<file path="src/rtl/spike_out_arbiter.sv">
// spike_out_arbiter: two-engine round-robin writer into a downstream FIFO.
// Sequences one timestep (IDLE -> RUN -> FLUSH -> DONE), counts the writes it
// issues, and throttles to a single write when the FIFO has one free slot.

`ifndef SYNAPSE_INDEX
`define SYNAPSE_INDEX 8
`endif

module spike_out_arbiter #(
  parameter int IDX_W = `SYNAPSE_INDEX,
  parameter int CNT_W = 16
) (
  input  logic             clk,
  input  logic             rstn,
  input  logic             step_start,
  input  logic             req0,
  input  logic             req1,
  input  logic [IDX_W-1:0] idx0,
  input  logic [IDX_W-1:0] idx1,
  input  logic             done0,
  input  logic             done1,
  output logic             gnt0,
  output logic             gnt1,
  input  logic             full,
  input  logic             almost_full,
  output logic             w_en,
  output logic [IDX_W-1:0] s_index_o,
  output logic             src_o,
  output logic             step_done,
  output logic [CNT_W-1:0] wr_cnt,
  output logic             busy
);

  typedef enum logic [1:0] {
    IDLE  = 2'd0,
    RUN   = 2'd1,
    FLUSH = 2'd2,
    DONE  = 2'd3
  } state_t;

  localparam logic [CNT_W-1:0] CNT_MAX = {CNT_W{1'b1}};

  state_t             state_q, state_d;
  logic               w_en_q, w_en_d;
  logic [IDX_W-1:0]   s_index_q, s_index_d;
  logic               src_q, src_d;
  logic               step_done_q, step_done_d;
  logic               busy_q, busy_d;
  logic [CNT_W-1:0]   wr_cnt_q, wr_cnt_d;
  logic               last_q, last_d;
  logic               done_f0_q, done_f0_d;
  logic               done_f1_q, done_f1_d;

  logic               can_wr;
  logic               grant_en;
  logic               any_gnt;

  // With one free slot and a write already in flight, the FIFO could be
  // overrun, so hold off until the in-flight write has been absorbed.
  assign can_wr   = !full && !(almost_full && w_en_q);
  assign grant_en = ((state_q == RUN) || (state_q == FLUSH)) && can_wr;

  // Round-robin grant: a lone requester wins; on a tie the engine that did
  // not win last time is served. Grants are mutually exclusive by design.
  always_comb begin
    // NOTE: every output of a combinational block gets a default first, so no
    // path through the block can leave it unassigned and infer a latch.
    gnt0 = 1'b0;
    gnt1 = 1'b0;
    if (grant_en) begin
      if (req0 && req1) begin
        gnt0 = last_q;
        gnt1 = !last_q;
      end else begin
        gnt0 = req0;
        gnt1 = req1;
      end
    end
  end

  assign any_gnt = gnt0 || gnt1;

  // Timestep sequencing and sticky done flags.
  always_comb begin
    state_d   = state_q;
    done_f0_d = done_f0_q;
    done_f1_d = done_f1_q;
    unique case (state_q)
      IDLE: begin
        if (step_start) begin
          state_d   = RUN;
          done_f0_d = 1'b0;
          done_f1_d = 1'b0;
        end
      end
      RUN: begin
        // A done pulse counts in the cycle it arrives, so an engine that
        // signals done alongside its last request still finishes this step.
        done_f0_d = done_f0_q || done0;
        done_f1_d = done_f1_q || done1;
        if (done_f0_d && done_f1_d) begin
          state_d = FLUSH;
        end
      end
      FLUSH: begin
        if (!req0 && !req1 && !w_en_q) begin
          state_d = DONE;
        end
      end
      DONE: begin
        state_d = IDLE;
      end
      default: begin
        state_d = IDLE;
      end
    endcase
  end

  // Write-port register inputs and status outputs derived from the next state.
  always_comb begin
    w_en_d      = any_gnt;
    s_index_d   = s_index_q;
    src_d       = src_q;
    last_d      = last_q;
    wr_cnt_d    = wr_cnt_q;
    if (any_gnt) begin
      s_index_d = gnt1 ? idx1 : idx0;
      src_d     = gnt1;
      last_d    = gnt1;
    end
    if ((state_q == IDLE) && step_start) begin
      wr_cnt_d = '0;
    end else if (any_gnt && (wr_cnt_q != CNT_MAX)) begin
      wr_cnt_d = wr_cnt_q + 1'b1;
    end
    step_done_d = (state_d == DONE);
    busy_d      = (state_d != IDLE);
  end

  // All state; reset drops the block straight back to IDLE at any point.
  always_ff @(posedge clk or negedge rstn) begin
    if (!rstn) begin
      state_q     <= IDLE;
      w_en_q      <= 1'b0;
      s_index_q   <= '0;
      src_q       <= 1'b0;
      step_done_q <= 1'b0;
      busy_q      <= 1'b0;
      wr_cnt_q    <= '0;
      last_q      <= 1'b1;
      done_f0_q   <= 1'b0;
      done_f1_q   <= 1'b0;
    end else begin
      // NOTE: non-blocking assignments make every flop sample pre-edge values,
      // independent of statement order inside the block.
      state_q     <= state_d;
      w_en_q      <= w_en_d;
      s_index_q   <= s_index_d;
      src_q       <= src_d;
      step_done_q <= step_done_d;
      busy_q      <= busy_d;
      wr_cnt_q    <= wr_cnt_d;
      last_q      <= last_d;
      done_f0_q   <= done_f0_d;
      done_f1_q   <= done_f1_d;
    end
  end

  assign w_en      = w_en_q;
  assign s_index_o = s_index_q;
  assign src_o     = src_q;
  assign step_done = step_done_q;
  assign wr_cnt    = wr_cnt_q;
  assign busy      = busy_q;

endmodule

</file>
<file path="config.mk">
export PLATFORM = sky130hd
export DESIGN_NAME = spike_out_arbiter
export DESIGN_NICKNAME = d
export VERILOG_FILES = /design/src/rtl/spike_out_arbiter.sv
export SDC_FILE = /design/constraint.sdc
export NUM_CORES = 1
export LEC_CHECK = 0
export ABC_AREA = 1
export CORE_MARGIN = 2
export CORE_UTILIZATION = 25
export CTS_CLUSTER_DIAMETER = 150
export CTS_CLUSTER_SIZE = 40
export DETAILED_ROUTE_END_ITERATION = 8
export PLACE_DENSITY = 0.53
export SETUP_SLACK_MARGIN = 0.3
export SLEW_MARGIN = 10
export SYNTH_ARGS = -nofsm -noshare
export SYNTH_HDL_FRONTEND = slang
export SYNTH_SLANG_ARGS = --single-unit
</file>
<file path="constraint.sdc">
create_clock -name clk -period 2.9 [get_ports clk]
set_input_delay 0.29 -clock clk [delete_from_list [all_inputs] [get_ports clk]]
set_output_delay 0.29 -clock clk [all_outputs]
set_load 0.03 [all_outputs]
</file>
==> run metrics, run 1 <==
status=finished, final reports clean; Max Slew Vio Count=0; Die Area=around 0.0084 mm2; worst skew pair latency=0.29 ns; RSZ-0062 raised after global routing=no; register-to-register setup slack=~0.77 ns; register area=827.0 um2; Layout Cells excl Fill=about 420; CTS clock-pin slew for the worst setup and hold paths=0.07 ns; final WL=4676 um; leading area contributor after synthesis=dfrtp_1; dpl cells=415; pin count of the biggest net entering global routing=34; CP arrival=2.04 ns; crit path launch type=flop; setup TNS=0 ns; most common cell in the synthesized netlist=nand2_1; Synth Cell Area=0.001917 mm2; ANT cells=0; Reg2Reg Depth=10; Distinct cells, synth=21; Slew HR=approximately 58%; Critical Path RT=2.61 ns; initial drt markers=102; Tightest Hold Check Type=input pin to async pin; period utilization=80.35%; Synth Warn #=0; critical path peak fanout=4; Seq cells post-synth=33; asr flop ratio synth=100.0%; final-stage net count=roughly 350; Leak Pwr=1.227 nW; CTS Buffer Depth=2; Die H=slightly above 90 um; Worst-Margin Slew=0.6249 ns; R2R Path End=wr_cnt[8]; kind of critical path=flop to primary output; gp weighted congestion=0.8224; first-pass GRT wire length=7935 um; H-Tree Depth=2; # rows=31; synth top area cells=dfrtp_1, nand2_1, nand3_1; Sink Count=33; layout cells sized above 1=6.481%; synth cell count leaders=nand2_1, dfrtp_1, inv_1; Period minus WS final=2.330 ns; Starting Density=around a quarter; Die Width=approximately 92 um; DP Wirelength=approximately 3500 um; multi-input logic area=934.6 um2; CTS tree=built; Setup crit end kind=primary output; initial antenna violation count=0; Syn Nets=between 200 and 300; PortBufs=54; Yosys top cell area share=41.78%; sequential share of the synthesized area=43.15%; router iterations before antenna repair=4; Max Clk Rate=0.4291 GHz; final hold viol count=0; EDFF count, synth=0; routed length per instance=between 10 and 15 um; area growth from synthesis to layout=38.25%; Core Area=~0.0073 mm2; drt via density=4.312; max-cap violation count=0; syn avg cell area=7.233 um2; Worst Skew=0.006660 ns; clock root cell=clkbuf_8; I/O pin count=55; gr usage total=11.68%; ys flop type=dfrtp_1; Cells after Synth=265; FILL cells=792; pwr dens=around 750 mW/mm2; via count=~1800; total grt overflow=0; Post-DRT Antenna Nets=0; TritonCTS Buffers=5; Residual DRC=0; Setup Viol. Count Final=0; Reg2Reg Launch Point=state_q[0]; vias in the first global route=between 1500 and 2000; worst vdd ir=roughly 400 uV
registers in the layout (all words and copies together), names as in the netlist:
register   cells
w_en           1
wr_cnt        16
step_done      1
busy           1
src_o          1
state_q        2
done_f1_q      1
done_f0_q      1
s_index_o      8
last_q         1
layout make-up:
class / count / share of cell area [%]
Sequential cell: 33 / 31.21
Inverter: 33 / 4.674
Clock inverter: 2 / 0.3777
Tap cell: 99 / 4.674
Multi-Input combinational cell: 194 / 35.27
Clock buffer: 6 / 2.738
Timing Repair Buffer: 56 / 21.06
worst max path at each step:
stage | startpoint | end | slack [ns]
6_report | state_q[0] | gnt0 | 0.57
2_1_floorplan | wr_cnt[1] | wr_cnt[12] | 1.21
5_1_grt | state_q[0] | gnt0 | 0.43
3_3_place_gp | req1 | gnt1 | 0.45
4_1_cts | state_q[0] | gnt1 | 0.35
3_5_place_dp | req1 | gnt1 | 0.42
cell usage in the layout, fill, tap and decap left out, types with 5 or more instances in the layout:
master / count
nand2_1: 82
clkdlybuf4s50_1: 53
inv_1: 32
dfrtp_1: 32
nor2_1: 29
nand3_1: 24
o21ai_0: 19
o21ai_1: 9
nand4_1: 9
nor2_4: 6
ha_1: 5
clkbuf_8: 5
metrics by stage:
stage | setup slack [ns] | area [um2] | utilization [%] | hold WS [ns] | total power [mW]
after floorplan | 1.213 | 1917 | - | -0.005591 | 1.309
final | 0.5697 | 2650 | 36.15 | 0.3917 | 1.981
after global routing | 0.4280 | 2650 | 36.15 | 0.4319 | 2.152
after detailed placement | 0.4187 | 2565 | 34.99 | 0.4718 | 1.660
after global placement | 0.4491 | 2565 | 34.99 | 0.4662 | 1.652
after CTS | 0.3460 | 2648 | 36.12 | 0.4135 | 2.015
per-layer routing:
metal | part of all wire (%) | GRT usage [%]
met3 | 7.4 | 4.813
met4 | 0.94 | 2.273
met5 | 0 | 0
met2 | 44 | 18.20
met1 | 48 | 15.23
logic make-up (layout without fill, tap and decap cells):
group	after synthesis	count (layout)	share of synthesized area [%]
and+or+nand+nor	155	155	36.03
AOI/OAI and AO/OA	31	31	8.094
xor gates and xnor gates	3	3	1.371
buffers and inverters	38	97	8.094
DFF	33	33	43.15
adders and majority gates	5	5	3.264
timing repair:
item,4_1_cts,5_1_grt
setup endpoints to repair,0,1
hold buffers,0,0
gates resized for setup,0,1
buffers inserted,0,0
report_power, final:
group          internal [mW]  total [mW]  switching [mW]  leakage [nW]
logic                  0.352       0.964           0.611         0.748
registers              0.591       0.673          0.0826         0.434
clock network          0.166       0.344           0.178        0.0450
worst max-delay path, cell delays in order, from the launching register on:
cell             delay [ns]
dfrtp_1                0.39
inv_1                  0.10
ha_1                   0.29
nand3_1                0.16
nor2_1                 0.14
clkdlybuf4s50_1        0.68
(Power assumes the default switching activity.)
==> run 2, diff against run 1 <==
- PLACE_DENSITY: 0.53 -> 0.55
- clock period: 2.9 -> 1.92 ns (I/O delays scaled with it)
==> run 2 against run 1 <==
Worst hold slack worse by 0.073 ns. First-iteration DRC count is 30% lower. Power is 71% higher. Clock-buffer cell count stayed put. Combinational power is 92% higher. Final area is 8.6% higher. Critical endpoint is now wr_cnt[12].
==> run metrics, run 2 (same netlist as run 1, synthesis figures left out) <==
Die H=91.57 um; Setup crit end kind=flop; gr usage total=12.69%; H-Tree Depth=2; register-to-register setup slack=between 0.3 and 0.4 ns; Core Area=0.007331 mm2; Slowest-stage cell, CP=dfrtp_1; Worst Skew=0.008762 ns; biggest cell delay along the critical path=roughly 0.37 ns; Max Slew Vio Count=0; initial antenna violation count=0; vias in the first global route=~1800; Slew HR=70.38%; DP Area=0.002643 mm2; drt via density=4.273; DP Wirelength=around 3700 um; final hold slack=around 0.32 ns; Sink Count=33; Layout Cells excl Fill=~440; final worst setup slack=0.3162 ns; Max Clk Rate=approximately 0.62 GHz; commonest cells after routing, fill and taps aside=nand2_1, clkdlybuf4s50_1, inv_1, dfrtp_1, nor2_1; pre-CTS setup slack=0.09409 ns; final-stage net count=approximately 370; Cell Chain, Critical Path=inv_2, ha_4, nand3_4, nor2_4, inv_2, nor2_4, nor2_4, buf_12, nand2_1, nand2_1; Post-DRT Antenna Nets=0; via count=between 1500 and 2000; pin count of the biggest net entering global routing=34; max-cap violation count=0; Tightest Hold Check Type=input pin to async pin; Die Area=about 0.0084 mm2; total power draw=3.390 mW; clock root cell=clkbuf_8; kind of critical path=flop to flop; PortBufs=54; CTS Buffer Depth=2; Period minus WS final=1.604 ns; Most common cell on crit path=nor2_4; TritonCTS Buffers=5; period utilization=83.53%; status=finished, final reports clean; hold bufs inserted after CTS=0; CTS tree=built; crit path launch type=flop; initial drt markers=between 70 and 80; I/O pin count=55; pwr dens=1178 mW/mm2; Critical Path RT=2.09 ns; final WL=4975 um; CTS clock-pin slew for the worst setup and hold paths=~0.08 ns; layout cells sized above 1=16.18%; area growth from synthesis to layout=50.20%; CP arrival=1.78 ns; worst skew pair latency=roughly 0.29 ns; Setup Viol. Count Final=0; RSZ-0062 raised after global routing=yes; total grt overflow=0; router iterations before antenna repair=4; final core utilization=39.27%; ANT cells=0; Die Width=91.57 um; fin area=around 0.0029 mm2; routed length per instance=approximately 11 um; final hold viol count=0; worst vdd ir=about 560 uV; CP top delay family=simple AND/OR/NAND/NOR gates; # rows=31; dpl cells=about 420; Residual DRC=0; first-pass GRT wire length=8638 um; number of flip-flops in the largest register=16; worst path bufs/invs=3; Worst-Margin Slew=around 0.44 ns; Leak Pwr=1.441 nW; commonest non-fill, non-tap cell in the layout=nand2_1; setup TNS=0 ns; gp weighted congestion=0.7941; critical path peak fanout=8; Starting Density=26.15%
==> run 2: cell type report <==
type | instances | area, um2
fillers | 761 | 4452
multi-input cells | 194 | 1005
flip-flops and latches | 33 | 829.5
repair buffers | 72 | 714.4
inverters | 33 | 123.9
well taps | 99 | 123.9
clock buffers | 6 | 72.57
clock inverters | 2 | 10.01
==> run 2: power by group <==
group	total [mW]	leakage, nW	internal (mW)	switching (mW)
sequential	1.02	0.431	0.895	0.125
combinational	1.85	0.965	0.811	1.04
clock	0.518	0.0450	0.251	0.267
==> run 2: worst paths after layout <==
kind | startpoint | end | depth (start not counted)
hold reg to reg | last_q | last_q | 2
min in group clk | last_q | last_q | 2
setup reg to reg | state_q[1] | wr_cnt[12] | 10
max in group asynchronous | rstn | last_q | 2
hold / removal | rstn | wr_cnt[3] | 2
setup / recovery | state_q[1] | wr_cnt[12] | 10
==> run 2: timing repair <==
action,CTS,global route
pin swaps,4,7
setup buffers,5,3
cloned,0,0
setup endpoints to repair,27,20
resized for setup,23,16
==> run 2: metal layers <==
metal	track usage, %	up-vias	share of wire [%]
met5	0	-	0
met4	3.535	0	0.92
met3	4.647	6	7.4
met2	19.85	52	44
met1	16.44	832	48
li1	-	986	-
==> run 3, diff against run 2 <==
- clock period: 1.92 -> 1.4 ns (I/O delays scaled with it)
==> run 3 against run 2 <==
The flow now finishes with violations (negative setup slack). Sequential power increased by 37%. Flip-flop and latch count unchanged. Die area unchanged. Final area grew 19%. Power rose by 59%. Utilization is 7.3 points higher. Critical path type is now flop to primary output. Clock-buffer cell count up 2. Via count rose by 12%. Non-clock buffer count is 43 higher. Final cell count increased by 9.8%. Clock power increased by 47%.
==> run metrics, run 3 (same netlist as run 1, synthesis figures left out) <==
final WL=a little under 6000 um; drt via density=4.340; biggest cell delay along the critical path=0.36 ns; RSZ-0062 raised after global routing=yes; crit path to=gnt1; initial drt markers=73; final hold viol count=0; Max Clk Rate=0.6413 GHz; Residual DRC=0; fin area=roughly 0.0034 mm2; Die Area=0.008384 mm2; total grt overflow=0; Worst-Margin Slew=0.2869 ns; Slowest-stage cell, CP=dfrtp_1; ANT cells=0; kind of critical path=flop to primary output; Slew HR=80.80%; critical path depth=6; Sink Count=33; gp weighted congestion=0.8020; critical path peak fanout=2; Setup Viol. Count Final=22; TritonCTS Buffers=5; router iterations before antenna repair=4; hold bufs inserted after CTS=0; pwr dens=1580 mW/mm2; Leak Pwr=1.661 nW; Max Slew Vio Count=0; via count=2092; # rows=31; dpl cells=457; Critical Path RT=1.26 ns; Setup crit end kind=primary output; I/O pin count=between 50 and 60; Tightest Hold Check Type=input pin to async pin; Layout Cells excl Fill=482; commonest cells after routing, fill and taps aside=nand2_1, buf_6, buf_4; Most common cell on crit path=buf_6; worst vdd ir=892.7 uV; layout cells sized above 1=41.25%; CTS tree=built; commonest non-fill, non-tap cell in the layout=nand2_1; clock root cell=clkbuf_8; max-cap violation count=0; Reg2Reg Launch Point=state_q[1]; period utilization=111.4%; Period minus WS final=1.559 ns; worst skew pair latency=0.29 ns; Post-DRT Antenna Nets=0; total power draw=~5.4 mW; DP Wirelength=roughly 4100 um; H-Tree Depth=2; first-pass GRT wire length=9604 um; register-to-register setup slack=-0.14 ns; number of flip-flops in the largest register=16; Die H=between 90 and 100 um; Die Width=91.57 um; Worst Skew=0.008821 ns; Cell Chain, Critical Path=inv_2, ha_4, nand3_4, buf_6, nor2_4, buf_6; final core utilization=between 40 and 50%; initial antenna violation count=0; crit path launch type=flop; vias in the first global route=2000; CTS Buffer Depth=2; CP arrival=between 1 and 1.5 ns; worst path bufs/invs=3; pin count of the biggest net entering global routing=34; area growth from synthesis to layout=78.00%; routed length per instance=11.96 um; failing checks=negative setup slack; CP top delay family=flip-flops; Core Area=around 0.0073 mm2; R2R Path End=wr_cnt[8]; PortBufs=54; CTS clock-pin slew for the worst setup and hold paths=0.07 ns; Starting Density=26.15%; final-stage net count=roughly 410; status=finished, violations left; final worst setup slack=-0.1592 ns; CP startpoint=state_q[1]; DP Area=0.002964 mm2; Reg2Reg Depth=10; gr usage total=14.24%
## run 3: per-layer routing
| layer | wire length [um] | GRT usage [%] |
|---|---|---|
| met5 | 0 | 0 |
| met4 | 45 | 4.167 |
| met3 | 304 | 3.817 |
| met2 | 2770 | 23.90 |
| met1 | 2643 | 17.85 |
## run 3: worst min-delay path by stage
stage               startpoint           end  slack (ns)
detailed placement      last_q        last_q        0.46
floorplan                 rstn          busy       -0.16
CTS                       rstn  s_index_o[6]        0.22
global route              rstn    wr_cnt[12]        0.23
global placement        last_q        last_q        0.46
finish                    rstn  s_index_o[6]        0.21
## run 3: area by class of cell
class                      count  area [um2]
multi-input combinational    194        1150
fill                         731        3919
clock buffer                   8       90.09
inverter                      33       126.4
timing repair buffer         115        1086
sequential                    33       835.8
tap                           99       123.9
## run 3: repair_timing
action | in CTS | in global routing
pin swaps | 11 | 15
setup buffers | 8 | 6
endpoints found under the setup margin | 63 | 49
gates cloned | 3 | 0
gates resized for setup | 218 | 29
## run 3: where the power goes
part	leakage [nW]	total (mW)	internal [mW]	switching, mW
clock network	0.0455	0.759	0.401	0.357
logic	1.19	3.23	1.47	1.76
registers	0.423	1.40	1.23	0.170
## run 3: metrics by stage
stage | hold slack [ns] | setup WS (ns) | TNS, ns
floorplan | -0.1556 | -0.1085 | -1.353
global placement | 0.4648 | -0.1934 | -2.363
detailed placement | 0.4630 | -0.2130 | -3.285
CTS | 0.2188 | -0.1543 | -2.258
global route | 0.2313 | -0.2507 | -4.523
finish | 0.2108 | -0.1592 | -2.162
## run 3: worst register-to-register path: cells and delay by family, from the launching register on
family,cells,cell delay [ns]
buffers and inverters,4,0.38
flip-flops,1,0.36
adder cells (fa/ha/maj),1,0.27
AND/OR/NAND/NOR,5,0.48
